**src/rtl/pcs_sync_pkg.sv**
```systemverilog
// Shared types and constants for the 1000BASE-X receive synchronization block.
// Build option: SYNC_RD_CHECK_EN adds running-disparity consistency to the validity check.
package pcs_sync_pkg;

  typedef enum logic [3:0] {
    LOSS_OF_SYNC,
    COMMA_DETECT_1,
    ACQUIRE_SYNC_1,
    COMMA_DETECT_2,
    ACQUIRE_SYNC_2,
    COMMA_DETECT_3,
    SYNC_ACQUIRED_1,
    SYNC_ACQUIRED_2,
    SYNC_ACQUIRED_2A,
    SYNC_ACQUIRED_3,
    SYNC_ACQUIRED_3A,
    SYNC_ACQUIRED_4,
    SYNC_ACQUIRED_4A
  } sync_state_t;

  localparam logic [6:0] COMMA_POS    = 7'b0011111;
  localparam logic [6:0] COMMA_NEG    = 7'b1100000;
  localparam logic [9:0] K28_5_RDN    = 10'b0011111010;
  localparam logic [9:0] K28_5_RDP    = 10'b1100000101;
  localparam logic [1:0] GOOD_CGS_MAX = 2'd3;

  function automatic logic [3:0] ones_count(input logic [9:0] cg);
    logic [3:0] n;
    n = '0;
    for (int unsigned i = 0; i < 10; i++) begin
      n = n + {3'b000, cg[i]};
    end
    return n;
  endfunction

endpackage

```
**src/rtl/cg_classifier.sv**
```systemverilog
// Combinational code-group classification: comma, validity, cgbad and next RD.
// Build option: SYNC_RD_CHECK_EN adds the rd/next_rd ports and the disparity rule.
module cg_classifier
  import pcs_sync_pkg::*;
(
  input  logic [9:0] code_group,
`ifdef SYNC_RD_CHECK_EN
  input  logic       rd,
  output logic       next_rd,
`endif
  input  logic       rx_even,
  output logic       comma,
  output logic       valid,
  output logic       cgbad
);

  logic [3:0] ones;

  always_comb begin
    ones  = ones_count(code_group);
    comma = (code_group[9:3] == COMMA_POS) || (code_group[9:3] == COMMA_NEG);
`ifdef SYNC_RD_CHECK_EN
    // rd = 1 means positive running disparity
    valid   = (ones == 4'd5) || ((ones == 4'd6) && !rd) || ((ones == 4'd4) && rd);
    next_rd = (ones == 4'd6) ? 1'b1 : ((ones == 4'd4) ? 1'b0 : rd);
`else
    valid   = (ones == 4'd4) || (ones == 4'd5) || (ones == 4'd6);
`endif
    cgbad = !valid || (comma && rx_even);
  end

endmodule

```
**src/rtl/pcs_synchronization.sv**
```systemverilog
// 1000BASE-X PCS receive code-group synchronization state machine.
// Build option: SYNC_RD_CHECK_EN enables running-disparity tracking in the validity check.
module pcs_synchronization
  import pcs_sync_pkg::*;
(
  input  logic       clk,
  input  logic       reset,
  input  logic [9:0] rx_code_group,
  output logic       rx_even,
  output logic       sync_status,
  output logic [9:0] sudi
);

  sync_state_t state, state_nxt;
  logic [1:0]  good_cgs, good_cgs_nxt;
  logic        rx_even_nxt, sync_nxt;
  logic        comma, valid, cgbad;
`ifdef SYNC_RD_CHECK_EN
  logic        rd, rd_nxt;
`endif

  cg_classifier u_cg_classifier (
    .code_group (rx_code_group),
`ifdef SYNC_RD_CHECK_EN
    .rd         (rd),
    .next_rd    (rd_nxt),
`endif
    .rx_even    (rx_even),
    .comma      (comma),
    .valid      (valid),
    .cgbad      (cgbad)
  );

  always_comb begin
    state_nxt    = state;
    good_cgs_nxt = '0;
    case (state)
      LOSS_OF_SYNC:     if (comma) state_nxt = COMMA_DETECT_1;
      COMMA_DETECT_1:   state_nxt = (valid && !comma) ? ACQUIRE_SYNC_1 : LOSS_OF_SYNC;
      ACQUIRE_SYNC_1:   if (cgbad) state_nxt = LOSS_OF_SYNC;
                        else if (comma) state_nxt = COMMA_DETECT_2;
      COMMA_DETECT_2:   state_nxt = (valid && !comma) ? ACQUIRE_SYNC_2 : LOSS_OF_SYNC;
      ACQUIRE_SYNC_2:   if (cgbad) state_nxt = LOSS_OF_SYNC;
                        else if (comma) state_nxt = COMMA_DETECT_3;
      COMMA_DETECT_3:   state_nxt = (valid && !comma) ? SYNC_ACQUIRED_1 : LOSS_OF_SYNC;
      SYNC_ACQUIRED_1:  if (cgbad) state_nxt = SYNC_ACQUIRED_2;
      SYNC_ACQUIRED_2:  state_nxt = cgbad ? SYNC_ACQUIRED_3 : SYNC_ACQUIRED_2A;
      SYNC_ACQUIRED_2A: if (cgbad) state_nxt = SYNC_ACQUIRED_3;
                        else if (good_cgs == GOOD_CGS_MAX) state_nxt = SYNC_ACQUIRED_1;
      SYNC_ACQUIRED_3:  state_nxt = cgbad ? SYNC_ACQUIRED_4 : SYNC_ACQUIRED_3A;
      SYNC_ACQUIRED_3A: if (cgbad) state_nxt = SYNC_ACQUIRED_4;
                        else if (good_cgs == GOOD_CGS_MAX) state_nxt = SYNC_ACQUIRED_2;
      SYNC_ACQUIRED_4:  state_nxt = cgbad ? LOSS_OF_SYNC : SYNC_ACQUIRED_4A;
      SYNC_ACQUIRED_4A: if (cgbad) state_nxt = LOSS_OF_SYNC;
                        else if (good_cgs == GOOD_CGS_MAX) state_nxt = SYNC_ACQUIRED_3;
      default:          state_nxt = LOSS_OF_SYNC;
    endcase

    // good_cgs counts good groups while parked in an nA state; cleared on every other path
    if (!cgbad) begin
      case (state)
        SYNC_ACQUIRED_2, SYNC_ACQUIRED_3, SYNC_ACQUIRED_4:
          good_cgs_nxt = 2'd1;
        SYNC_ACQUIRED_2A, SYNC_ACQUIRED_3A, SYNC_ACQUIRED_4A:
          if (good_cgs != GOOD_CGS_MAX) good_cgs_nxt = good_cgs + 2'd1;
        default: good_cgs_nxt = '0;
      endcase
    end

    rx_even_nxt = !rx_even;
    if (state_nxt inside {COMMA_DETECT_1, COMMA_DETECT_2, COMMA_DETECT_3}) rx_even_nxt = 1'b1;

    sync_nxt = state_nxt inside {SYNC_ACQUIRED_1, SYNC_ACQUIRED_2, SYNC_ACQUIRED_2A,
                                 SYNC_ACQUIRED_3, SYNC_ACQUIRED_3A,
                                 SYNC_ACQUIRED_4, SYNC_ACQUIRED_4A};
  end

  always_ff @(posedge clk) begin
    if (reset) begin
      state       <= LOSS_OF_SYNC;
      good_cgs    <= '0;
      rx_even     <= 1'b0;
      sync_status <= 1'b0;
      sudi        <= '0;
`ifdef SYNC_RD_CHECK_EN
      rd          <= 1'b0;
`endif
    end else begin
      state       <= state_nxt;
      good_cgs    <= good_cgs_nxt;
      rx_even     <= rx_even_nxt;
      sync_status <= sync_nxt;
      sudi        <= rx_code_group;
`ifdef SYNC_RD_CHECK_EN
      rd          <= rd_nxt;
`endif
    end
  end

endmodule

```
**config.mk**
```make
export PLATFORM = sky130hd
export DESIGN_NAME = pcs_synchronization
export DESIGN_NICKNAME = d
export VERILOG_FILES = /design/src/rtl/pcs_sync_pkg.sv /design/src/rtl/cg_classifier.sv /design/src/rtl/pcs_synchronization.sv
export SDC_FILE = /design/constraint.sdc
export NUM_CORES = 1
export LEC_CHECK = 0
export BUFFER_PORTS_ARGS = -buffer_cell sky130_fd_sc_hd__buf_2
export CORE_MARGIN = 2
export CORE_UTILIZATION = 54
export CTS_BUF_LIST = sky130_fd_sc_hd__clkbuf_8 sky130_fd_sc_hd__clkbuf_16
export DETAILED_ROUTE_END_ITERATION = 7
export PLACE_DENSITY = 0.79
export SETUP_SLACK_MARGIN = 0.05
export SYNTH_ARGS = -nofsm -noshare
export SYNTH_HDL_FRONTEND = slang
export SYNTH_SLANG_ARGS = --single-unit
```
**constraint.sdc**
```tcl
create_clock -name clk -period 4.9 [get_ports clk]
set_input_delay 0.49 -clock clk [delete_from_list [all_inputs] [get_ports clk]]
set_output_delay 0.49 -clock clk [all_outputs]
set_load 0.01 [all_outputs]
```
**Yosys cells after proc, flatten, opt, wreduce, memory -nomap -nowiden**

Index checks and enable logic that the tools add are counted.

- Word-level logic and storage cells: 81
- Output and inout port bits: 12
- Bits of input ports: 12
- Flip-flop bits (word level): 18

- Equal/unequal tests: 29
- Multiplexer cells: 22
- $add $sub $neg: 10
- Reduce and logical (&&, ||, !) cells: 15

Operator list:

| operator | number |
|---|---|
| 2-to-1 mux 4 bit | 13 |
| case mux 4 bit (13 select lines) | 1 |
| == test 4 x 3 -> 1 bit, second input constant | 10 |
| == test 4 bit, second input constant | 10 |
| adder 4 x 1 -> 4 bit | 8 |
| == test 4 x 2 -> 1 bit, second input constant | 3 |
| == test 4 x 1 -> 1 bit, second input constant | 2 |
| == test 7 x 5 -> 1 bit, second input constant | 1 |
| == test 7 bit, second input constant | 1 |
| nonzero test 7 bit | 1 |
| 2-to-1 mux 3 bit | 2 |
| OR reduction 3 bit | 2 |
| zero test 4 bit | 1 |
| logical OR 1 bit | 4 |
| 2-to-1 mux 2 bit | 2 |
| case mux 2 bit (2 select lines) | 1 |
| zero test 1 bit | 3 |
| 2-to-1 mux 1 bit | 3 |
| nonzero test 3 bit | 1 |
| adder 1 x 1 -> 2 bit | 1 |
| adder 2 x 1 -> 2 bit, second input constant | 1 |
| == test 2 bit, second input constant | 1 |
| logical AND 1 bit | 2 |
| != test 2 bit, second input constant | 1 |
| OR reduction 2 bit | 1 |

**Depth between registers and ports, before layout**

- Word-level depth: 19
- Gate-level depth with buffers: 14
- Depth with buffers taken out: 14

**By module**

Synthesis repeated with hierarchy kept, for this count alone.

- Cells, all modules: 118
- Area total of the unflattened synthesis: 1,103.6 um2

By module, submodules not included:

| module | times used | sequential area each (um2) | cells an instance | area each (um2) |
|---|---|---|---|---|
| pcs_synchronization | 1 | 360.3 | 89 | 833.3 |
| cg_classifier | 1 | 0.0 | 29 | 270.3 |

**Worst setup path before layout**

Ideal clock, no wire load.

- Path kind: input-to-reg
- From: in rx_code_group[0]
- To: reg rx_even
- Buffers on the path: 0
- Data arrival time: 4.049 ns
- Stages on the path: 12
- Slack: 0.776 ns
- Setup time: 0.075 ns
- Required time: 4.825 ns
- Cell sequence: ha_1 -> inv_1 -> fa_1 -> fa_1 -> fa_1 -> fa_1 -> inv_1 -> fa_1 -> a21o_1 -> o32a_1 -> or4_1 -> o21ai_0

- Cells in the longest elaborated chain, start to end: 19
- Elaborated cells between the ends (all ways): 35
- Classes of those cells: 9 x add/sub; 6 x eq/ne; 14 x mux; 6 x reduce/logical

RTL lines:

| item | line | RTL |
|---|---|---|
| from (decl) | pcs_synchronization.sv:8 | `input logic [9:0] rx_code_group,` |
| adder 1 x 1 -> 2 bit * | pcs_sync_pkg.sv:31 | `n = n + {3'b000, cg[i]};` |
| adder 4 x 1 -> 4 bit * (8 in series) | pcs_sync_pkg.sv:31 |  |
| == test 4 x 3 -> 1 bit | cg_classifier.sv:27 | `valid = (ones == 4'd4) \|\| (ones == 4'd5) \|\| (ones == 4'd6);` |
| logical OR 1 bit | cg_classifier.sv:27 |  |
| logical OR 1 bit * | cg_classifier.sv:27 |  |
| zero test 1 bit | cg_classifier.sv:29 | `cgbad = !valid \|\| (comma && rx_even);` |
| logical OR 1 bit | cg_classifier.sv:29 |  |
| 2-to-1 mux 4 bit, or another cell as far along | pcs_synchronization.sv:54 | `SYNC_ACQUIRED_4A: if (cgbad) state_nxt = LOSS_OF_SYNC;` |
| case mux 4 bit (13 select lines) * | pcs_synchronization.sv:37 | `case (state)` |
| == test 4 x 1 -> 1 bit, or another cell as far along | pcs_synchronization.sv:71 | `if (state_nxt inside {COMMA_DETECT_1, COMMA_DETECT_2, COMMA_DETECT_3}) rx_even_nxt = 1'b1;` |
| nonzero test 3 bit * | pcs_synchronization.sv:71 |  |
| 2-to-1 mux 1 bit * | pcs_synchronization.sv:71 |  |
| to (signal assigned) | pcs_synchronization.sv:91 | `rx_even <= rx_even_nxt;` |
| to (decl) | pcs_synchronization.sv:9 | `output logic rx_even,` |

Every way passes the cells marked *; elsewhere a longest branch is shown, timed or not.
A chain may end at the register's enable or synchronous reset.

**Final worst setup path**

- From: in rx_code_group[0]
- To: reg sync_status

- Cells in the longest elaborated chain, start to end: 18
- Elaborated cells between the ends (all ways): 38
- Classes of those cells: 9 x add/sub; 10 x eq/ne; 13 x mux; 6 x reduce/logical

RTL lines:

| item | line | RTL |
|---|---|---|
| adder 1 x 1 -> 2 bit * | pcs_sync_pkg.sv:31 |  |
| adder 4 x 1 -> 4 bit * (8 in series) | pcs_sync_pkg.sv:31 |  |
| == test 4 x 3 -> 1 bit | cg_classifier.sv:27 |  |
| logical OR 1 bit | cg_classifier.sv:27 |  |
| logical OR 1 bit * | cg_classifier.sv:27 |  |
| zero test 1 bit | cg_classifier.sv:29 |  |
| logical OR 1 bit | cg_classifier.sv:29 |  |
| 2-to-1 mux 4 bit, or another cell as far along | pcs_synchronization.sv:54 |  |
| case mux 4 bit (13 select lines) * | pcs_synchronization.sv:37 |  |
| == test 4 x 3 -> 1 bit or == test 4 bit (tied branches) | pcs_synchronization.sv:73 | `sync_nxt = state_nxt inside {SYNC_ACQUIRED_1, SYNC_ACQUIRED_2, SYNC_ACQUIRED_2A,` |
| nonzero test 7 bit * | pcs_synchronization.sv:73 |  |
| to (signal assigned) | pcs_synchronization.sv:92 | `sync_status <= sync_nxt;` |
| to (decl) | pcs_synchronization.sv:10 | `output logic sync_status,` |

Marks and branches as above.

==> results.toml <==
[status]
status = "complete, no violations"

[route]
drc = 0
drt-total-wl_mm = 2.67
drt_first_pass_iters = 4
final_antenna_net_count = 0
vias = 1079
avgRoutedWirePerCell_um = 14.9
drt_iter0_markers = 58
viasPerCell = 6.03

[clock_network]
postCtsSetupRepairBufs = 0
cts_tree = "built"
clockBufferDepth = 2
insertion_delay_ns = 0.25
h-tree-depth = 1
cts_buffers = 3
clock-root-buffer = "clkbuf_8"
clk_pin_slew_ns = 0.07
clkSinkCount = 18
ctsResizeCount = 0
cts_hold_buf = 0

[sta]
relSlewSlack_pct = 66.8
finalCriticalPeriod_ns = 4.36
fin_crit_sh_pct = 89.0
worst_slack_ns = 0.540
slew_violations = 0
fmax_mhz = 229
finalSetupViolCount = 0
worst_pin_slew_ns = 0.497
finalSetupTns_ns = 0
fin_skew_ns = 0.000415
rsz0062_at_grt = "no"
hold_viol = 0

[synth]
synthTopCellsByArea = "dfxtp_1 (30%), fa_1 (10%), ha_1 (6.3%)"
synth_top_flop_cell = "dfxtp_1"
synth_commonest_cells = "dfxtp_1 (18), inv_1 (18), nor2_1 (12)"
seq_area_frac_synth_pct = 30.4
syn_nets = 154
syn_avg_cell_area_um2 = 9.12
ys_warn_count = 0
yosys.area.top_type = "dfxtp_1"
syn_inst = 130
ys_ff_latch = 18
synth_edf_count = 0
ys_types = 45
synth_top_area_share_pct = 30.4
async_reset_ff_share_pct = 0
syn-cell-area_um2 = 1190

[critical_path]
worstSetupPathDepth = 14
rr_startpoint = "state[0]"
cp-start-kind = "input port"
worst_setup_path_end_kind = "register"
regToRegSetupSlack_ns = 3.05
path_cells = "buf_2, ha_1, inv_1, fa_1, fa_1, fa_1, fa_1, inv_1, fa_1, a21oi_1, nand4_1, a2111oi_2, nor4_2, o21bai_2"
required_ns = 5.09
reg2reg_to = "sync_status"
crit_fanout = 5
crit_type = "input port to register"
crit_buf_inv = 3
crit_slowest_cell = "fa_1"
worst_path_largest_cell_delay_ns = 0.52
path_delay_family = "adder cells"
ff2ff_path_depth = 5
worstPathArrival_ns = 4.55
path_common_cell = "fa_1"

[finish]
final_layout_size_suffix_gt1_share_pct = 24.3
fill_cells = 170
regArea_um2 = 360
n_antenna_cell = 0
syn2layout_area_growth_pct = 15.5
multi_input_area_um2 = 738
nNetsFinal = 177

[pwr]
powerDensity_nw_per_um2 = 300
power_leakage_nw = 0.659
ir_worst_vdd_mv = 0.180

[global_route]
grt_remaining_overflow = 0
met3_usage_pct = 2.92
grt-busiest-layer = "met2"
grt_pass1_vias = 1014
grt_pass1_wl_mm = 4.45
track_usage_pct = 22.5
grt.met1_usage_pct = 30.5
grt_max_degree = 16
use_met2_pct = 37.9
grt_antenna_before_repair = 0

[run]
max_cap_violations = 0

[floorplanning]
start_util_pct = 58.7
die_area_um2 = 2590
rows = 16
dieHeight_um = 50.9
core_um2 = 2020
ios = 24
die_w_um = 50.9

[worst_hold_path]
holdPathEnd = "sudi[0]"
hp-start = "rx_code_group[0]"
hold_depth = 2
hp-class = "input port to register"

[placed_design]
post-place-ws_ns = 0.402
gp_congestion = 0.873
port_buffers = 23
dp_hpwl_mm = 2.06
==> through the flow <==
step | hold slack [ns] | cell area, µm² | instances | total power [mW] | util [%]
after detailed placement | 0.511 | 1320 | 175 | 0.287 | 65.0
after global placement | 0.507 | 1320 | 175 | 0.279 | 65.0
final | 0.477 | 1370 | 179 | 0.411 | 67.8
after CTS | 0.474 | 1370 | 179 | 0.409 | 67.8
after global routing | 0.506 | 1370 | 179 | 0.430 | 67.8
after floorplan | 0.515 | 1190 | 130 | 0.252 | -
==> worst max-delay path by stage <==
stage / slack (ns) / endpoint / start
2_1_floorplan: 0.78 / rx_even / rx_code_group[0]
3_3_place_gp: 0.55 / sync_status / rx_code_group[0]
3_5_place_dp: 0.40 / sync_status / rx_code_group[0]
4_1_cts: 0.59 / sync_status / rx_code_group[0]
5_1_grt: 0.44 / sync_status / rx_code_group[0]
6_report: 0.54 / sync_status / rx_code_group[0]
==> kinds of logic after synthesis <==
logic type	count (synthesis)	synth area share, %
adder cells (fa/ha/maj)	12	16.5
AO/OA/AOI/OAI	29	20.8
flip-flops	18	30.4
AND/OR/NAND/NOR	48	25.0
buffers and inverters	23	7.38
==> sequential cells by signal, summed over array words and instances (netlist names) <==
signal	cells
state	4
sudi	10
sync_status	1
rx_even	1
good_cgs	2
==> worst reg2reg max path, stage by stage, from the launching register on <==
cell and delay (ns):
dfxtp_1 0.63, inv_1 0.21, or4_1 0.53, a21oi_1 0.14
o31ai_1 0.13, o21bai_2 0.15
==> layout make-up <==
cell class | count | share of cell area [%]
Inverter | 18 | 4.93
Timing Repair Buffer | 23 | 8.40
Multi-Input combinational cell | 89 | 53.9
Sequential cell | 18 | 26.3
Clock buffer | 4 | 4.02
Tap cell | 27 | 2.47
==> cells in the final DEF, fill, tap and decap left out, types with 4 or more instances in the layout <==
| cell type | Yosys | routed |
|---|---|---|
| a21oi_1 | 5 | 5 |
| buf_2 | 1 | 23 |
| clkbuf_8 | 0 | 4 |
| dfxtp_1 | 18 | 18 |
| fa_1 | 6 | 6 |
| ha_1 | 6 | 6 |
| inv_1 | 18 | 18 |
| nand3_1 | 8 | 8 |
| nor2_1 | 12 | 12 |
| nor2b_1 | 6 | 6 |
| nor3_1 | 4 | 4 |
==> where the power goes <==
part	internal, mW	leakage [nW]	switching [mW]
clock network	0.0713	0.0288	0.0508
registers	0.151	0.148	0.00201
logic	0.0533	0.482	0.0825
total	0.276	0.659	0.135
==> layer usage <==
layer | wire length, µm | share of wire (%)
met2 | 1290 | 48
met1 | 1160 | 44
met5 | 0 | 0
met4 | 10 | 0.37
met3 | 212 | 7.9
Note: power is estimated with default switching activity, not from simulation.
